===== src/rtl/key_port_pkg.sv =====
// rtl/key_port_pkg.sv - shared constants and helpers for the debounced key port
package key_port_pkg;

   localparam int KEY_BITS         = 3;
   localparam int DB_COUNT_DEFAULT = 500000;   // 10 ms at 50 MHz
   localparam int CNT_W_DEFAULT    = 19;

   localparam logic [1:0] OFF_LEVEL = 2'd0;
   localparam logic [1:0] OFF_EDGE  = 2'd1;
   localparam logic [1:0] OFF_MASK  = 2'd2;

   // Place a per-key vector at bits [3:1], matching the legacy KEY read layout
   function automatic logic [15:0] pack_keys(input logic [KEY_BITS-1:0] k);
      return {12'd0, k, 1'b0};
   endfunction

endpackage


===== src/rtl/key_debounce.sv =====
// rtl/key_debounce.sv - synchronizer, stability counter and accepted level for one key
module key_debounce
   import key_port_pkg::*;
#(
   parameter int DB_COUNT = DB_COUNT_DEFAULT,
   parameter int CNT_W    = CNT_W_DEFAULT
) (
   input  logic Clock,
   input  logic Resetn,
   input  logic key_in,
   output logic level_o,
   output logic press_o
);

   localparam logic [CNT_W-1:0] LAST = CNT_W'(DB_COUNT - 1);

   logic             meta_q, sync_q;
   logic             level_q, level_d;
   logic [CNT_W-1:0] cnt_q, cnt_d;
   logic             differ, accept;

   // Two-flop synchronizer; resets to the released (high) level
   always_ff @(posedge Clock or negedge Resetn) begin
      if (!Resetn) begin
         meta_q <= 1'b1;
         sync_q <= 1'b1;
      end else begin
         meta_q <= key_in;
         sync_q <= meta_q;
      end
   end

   // Count consecutive cycles of disagreement; accept the new level on the last one
   always_comb begin
      differ  = (sync_q != level_q);
      accept  = differ && (cnt_q == LAST);
      cnt_d   = '0;
      level_d = level_q;
      if (accept) begin
         level_d = sync_q;
      end else if (differ) begin
         cnt_d = cnt_q + 1'b1;
      end
   end

   // Accepted level and counter state
   always_ff @(posedge Clock or negedge Resetn) begin
      if (!Resetn) begin
         level_q <= 1'b1;
         cnt_q   <= '0;
      end else begin
         level_q <= level_d;
         cnt_q   <= cnt_d;
      end
   end

   assign level_o = level_q;
   // Combinational so the parent's edge register sets on the same edge as level_q
   assign press_o = accept && !sync_q;

endmodule


===== src/rtl/key_edge_port.sv =====
// rtl/key_edge_port.sv - memory-mapped debounced KEY[3:1] port with press-edge capture
// Optional interrupt mask and irq output enabled by defining KEY_PORT_IRQ_EN.
module key_edge_port
   import key_port_pkg::*;
#(
   parameter int DB_COUNT = DB_COUNT_DEFAULT,
   parameter int CNT_W    = CNT_W_DEFAULT
) (
   input  logic                Clock,
   input  logic                Resetn,
   input  logic [KEY_BITS-1:0] KEY_in,
   input  logic                cs,
   input  logic                W,
   input  logic [1:0]          addr,
   input  logic [15:0]         wdata,
   output logic [15:0]         rdata
`ifdef KEY_PORT_IRQ_EN
   ,
   output logic                irq
`endif
);

   logic [KEY_BITS-1:0] level, press;
   logic [KEY_BITS-1:0] edge_q, edge_d, clr;
   logic                unused_wdata;

   assign unused_wdata = ^{wdata[15:4], wdata[0]};

   for (genvar i = 0; i < KEY_BITS; i++) begin : g_key
      key_debounce #(
         .DB_COUNT (DB_COUNT),
         .CNT_W    (CNT_W)
      ) u_db (
         .Clock   (Clock),
         .Resetn  (Resetn),
         .key_in  (KEY_in[i]),
         .level_o (level[i]),
         .press_o (press[i])
      );
   end

   // Write-1-to-clear on the edge register; a simultaneous press overrides the clear
   always_comb begin
      clr = '0;
      if (cs && W && (addr == OFF_EDGE)) begin
         clr = wdata[3:1];
      end
      edge_d = (edge_q & ~clr) | press;
   end

   // Sticky press-edge bits
   always_ff @(posedge Clock or negedge Resetn) begin
      if (!Resetn) begin
         edge_q <= '0;
      end else begin
         edge_q <= edge_d;
      end
   end

`ifdef KEY_PORT_IRQ_EN
   logic [KEY_BITS-1:0] mask_q, mask_d;
   logic                irq_q;

   // Mask register is plain read/write at its offset
   always_comb begin
      mask_d = mask_q;
      if (cs && W && (addr == OFF_MASK)) begin
         mask_d = wdata[3:1];
      end
   end

   // Mask and registered interrupt; irq lags edge/mask by one cycle
   always_ff @(posedge Clock or negedge Resetn) begin
      if (!Resetn) begin
         mask_q <= '0;
         irq_q  <= 1'b0;
      end else begin
         mask_q <= mask_d;
         irq_q  <= |(edge_q & mask_q);
      end
   end

   assign irq = irq_q;
`endif

   // Side-effect-free read mux; unused offsets and bits read as zero
   always_comb begin
      rdata = '0;
      case (addr)
         OFF_LEVEL: rdata = pack_keys(~level);
         OFF_EDGE:  rdata = pack_keys(edge_q);
`ifdef KEY_PORT_IRQ_EN
         OFF_MASK:  rdata = pack_keys(mask_q);
`endif
         default:   rdata = '0;
      endcase
   end

endmodule


===== config.mk =====
export PLATFORM = sky130hd
export DESIGN_NAME = key_edge_port
export DESIGN_NICKNAME = d
export VERILOG_FILES = /design/src/rtl/key_port_pkg.sv /design/src/rtl/key_debounce.sv /design/src/rtl/key_edge_port.sv
export SDC_FILE = /design/constraint.sdc
export NUM_CORES = 1
export LEC_CHECK = 0
export BUFFER_PORTS_ARGS = -buffer_cell sky130_fd_sc_hd__buf_4
export CAP_MARGIN = 20
export CORE_MARGIN = 1
export CORE_UTILIZATION = 30
export DETAILED_ROUTE_END_ITERATION = 16
export PLACE_DENSITY = 0.55
export SETUP_SLACK_MARGIN = 0.05
export SLEW_MARGIN = 20
export SYNTH_ARGS = -nofsm -noshare
export SYNTH_HDL_FRONTEND = slang
export SYNTH_SLANG_ARGS = --single-unit
export TNS_END_PERCENT = 100

===== constraint.sdc =====
create_clock -name Clock -period 4.7 [get_ports Clock]
set_input_delay 0.705 -clock Clock [delete_from_list [all_inputs] [get_ports Clock]]
set_output_delay 0.705 -clock Clock [all_outputs]
set_load 0.05 [all_outputs]

==> out/metrics.yaml <==
ys_types: 42
hold-path-cell-count: 0
num_vias: 2486
row_count: 38
setup_viol_count_final: 0
io_buffers: 14
io_pins: 41
ctsHoldBuffers: 0
worst_skew_pair.late_latency_ns: 0.33
setup_tns_ns: 0
seqPwrFrac: 0.464
antenna_found_initial: 0
r2r_cells: 4
ys_seq_area_frac: 0.4998
postCtsResizedCells: 0
r2r-start: "g_key[1].u_db.cnt_q[0]"
drc: 0
rsz0062_at_grt: "false"
p_switching_w: 0.0003270
p_leak_nw: 1.544
die_h_um: 109.7
cp.arrival_ns: 2.54
layout_setup_ws_ns: 2.332
cp.required_ns: 4.87
grt_pass1_vias: 2474
pwr_density_cell_nw_per_um2: 334.2
vias_per_cell: 4.809
place.gp.congestion: 0.7611
ir_drop_mv: 0.2085
syn_area_sq_um: 3477
hold_class: "flip-flop to flip-flop"
post-cts-setup-buffer-count: 0
drv_slew: 0
cts_root_buffer: "clkbuf_16"
mostFrequentLayoutCell: "nor2_1"
dpl_worst_slack_ns: 2.296
final_cell_mix: "nor2_1 (64), dfrtp_1 (60), xnor2_1 (37)"
timing.slew.headroom: 0.3231
drive_above_1_share: 0.1406
wl_per_cell_um: 12.43
dieArea_sq_um: 12030
critPathKind: "flip-flop to flip-flop"
hpwlAfterDp_um: 4333
grt_pass1_wl_um: 11510
finalCritPeriodShare: 0.5038
htreeDepth: 3
area_growth_pct: 13.93
switching_share: 0.2470
p_clk_frac: 0.480
hold_viol: 0
initial_core_util: 0.3139
maxCapViolations: 0
cp_max_fo: 19
grt.total_usage: 0.1239
drtPass1Iterations: 4
cts_sinks: 69
period_needed_ns: 2.368
synth-seq-cells: 69
yosysWarnings: 0
reg2reg_to: "g_key[1].u_db.cnt_q[10]"
end_kind: "flip-flop"
power.share.combinational: 0.056
clk_pin_slew_ns: 0.06
start_kind: "flip-flop"
nets: 400
gr-total-overflow: 0
regToRegSetupSlack_ns: 2.33
cts_tree: "built"
synth.avg_cell_area_sq_um: 9.878
ant_nets: 0
numCtsBuffers: 9
p_int_w: 0.0009967
fillers: 1102
clock_skew_ns: 0.01212
worstMarginPinSlew_ns: 1.012
core-area_sq_um: 11080
drt_iter0_drc: 107
netlist_instances: 352
hold_start: "g_key[1].u_db.meta_q"
status: "finished clean"
max_freq_mhz: 422.3
wirelength_um: 6424
clockBufferDepth: 2
grt_max_degree: 70
whs_endpoint: "g_key[1].u_db.sync_q"
die_x_um: 109.7
antennaDiodeCount: 0
logic make-up (layout without fill, tap and decap cells):
| kind of cell | after synthesis | in the layout | share of synthesized area |
|---|---|---|---|
| buf+inv | 32 | 45 | 0.05325 |
| flops | 69 | 69 | 0.4998 |
| mux | 5 | 5 | 0.01547 |
| simple gates | 170 | 170 | 0.2458 |
| other cells | 1 | 13 | 0.001078 |
| fa+ha+maj | 3 | 3 | 0.01080 |
| compound gates | 27 | 27 | 0.06045 |
| xor+xnor | 45 | 45 | 0.1134 |
cell type report:
class                   instances  area [sq um]  area share
flip-flops and latches         69          1738      0.4387
repair buffers                 14         105.1     0.02653
clock buffers                  10         239.0     0.06033
inverters                      15         56.30     0.01421
well taps                     140         175.2     0.04422
multi-input cells             263          1603      0.4046
clock inverters                 6         45.04     0.01137
power groups by stage:
stage	clock (W)	combinational (W)	sequential [W]
finish	0.000635	0.0000744	0.000614
floorplan	0	0.0000591	0.000623
global route	0.000681	0.0000840	0.000615
detailed placement	0	0.0000759	0.000625
global placement	0	0.0000757	0.000624
CTS	0.000655	0.0000760	0.000614
worst max-delay path by stage:
stage	startpoint	endpoint	slack, ns	cells after the start
3_5_place_dp	g_key[1].u_db.cnt_q[0]	g_key[1].u_db.cnt_q[16]	2.30	4
3_3_place_gp	g_key[1].u_db.cnt_q[0]	g_key[1].u_db.cnt_q[4]	2.30	4
5_1_grt	g_key[1].u_db.cnt_q[0]	g_key[1].u_db.cnt_q[10]	2.04	4
2_1_floorplan	addr[0]	rdata[3]	2.53	3
4_1_cts	g_key[1].u_db.cnt_q[0]	g_key[1].u_db.cnt_q[14]	2.29	4
6_report	g_key[1].u_db.cnt_q[0]	g_key[1].u_db.cnt_q[10]	2.33	4
per-stage QoR:
stage | total power, W | area, sq um | hold slack [ns] | cells | util
2_1_floorplan | 0.0006821 | 3522 | 0.3452 | 364 | -
3_3_place_gp | 0.0007001 | 3674 | 0.3480 | 501 | 0.3316
3_5_place_dp | 0.0007006 | 3674 | 0.3500 | 501 | 0.3316
4_1_cts | 0.001345 | 3958 | 0.3589 | 517 | 0.3572
5_1_grt | 0.001380 | 3961 | 0.3595 | 517 | 0.3576
6_report | 0.001324 | 3961 | 0.3574 | 517 | 0.3576
critical path: stages (launching register included):
cell	delay (ns)
dfrtp_1	0.40
ha_1	0.22
nand4_1	0.43
o41ai_4	1.04
nor2_1	0.12
metal layers:
metal | routed length [um] | vias to the layer above | part of all wire | global-route usage
li1 | - | 1235 | - | -
met1 | 3040 | 1207 | 0.47 | 0.1578
met2 | 3022 | 34 | 0.47 | 0.1954
met3 | 244 | 10 | 0.038 | 0.03912
met4 | 116 | 0 | 0.018 | 0.04857
met5 | 0 | - | 0 | 0
flip-flops by register name, indices dropped and copies added, names as in the netlist:
register            cells
g_key.u_db.cnt_q       57
edge_q                  3
g_key.u_db.level_o      3
g_key.u_db.meta_q       3
g_key.u_db.sync_q       3
synth_stat cells (all sizes together):
| cell type | number | area share |
|---|---|---|
| nand4 | 13 | 0.025 |
| mux2i | 2 | 0.0058 |
| or2 | 5 | 0.0090 |
| nor2 | 64 | 0.069 |
| xnor2 | 37 | 0.093 |
| a31o | 1 | 0.0025 |
| nor4bb | 2 | 0.0058 |
| conb | 1 | 0.0011 |
| o31ai | 2 | 0.0043 |
| dfrtp | 60 | 0.43 |
| mux2 | 3 | 0.0097 |
| nand2 | 21 | 0.023 |
| ha | 3 | 0.011 |
| nor4 | 16 | 0.029 |
| o21ai | 6 | 0.0086 |
| a22o | 1 | 0.0025 |
| nor4b | 3 | 0.0094 |
| o41ai | 4 | 0.021 |
| or3 | 3 | 0.0054 |
| nand3 | 21 | 0.032 |
| clkbuf | 1 | 0.0011 |
| a21oi | 11 | 0.016 |
| a32o | 2 | 0.0058 |
| nor2b | 1 | 0.0018 |
| inv | 15 | 0.016 |
| or4 | 2 | 0.0043 |
| nor3 | 13 | 0.019 |
| buf | 16 | 0.036 |
| and2 | 1 | 0.0018 |
| and4b | 1 | 0.0029 |
| dfstp | 9 | 0.068 |
| and3 | 2 | 0.0036 |
| xor2 | 8 | 0.020 |
| or4b | 2 | 0.0058 |
(Power assumes the default switching activity.)
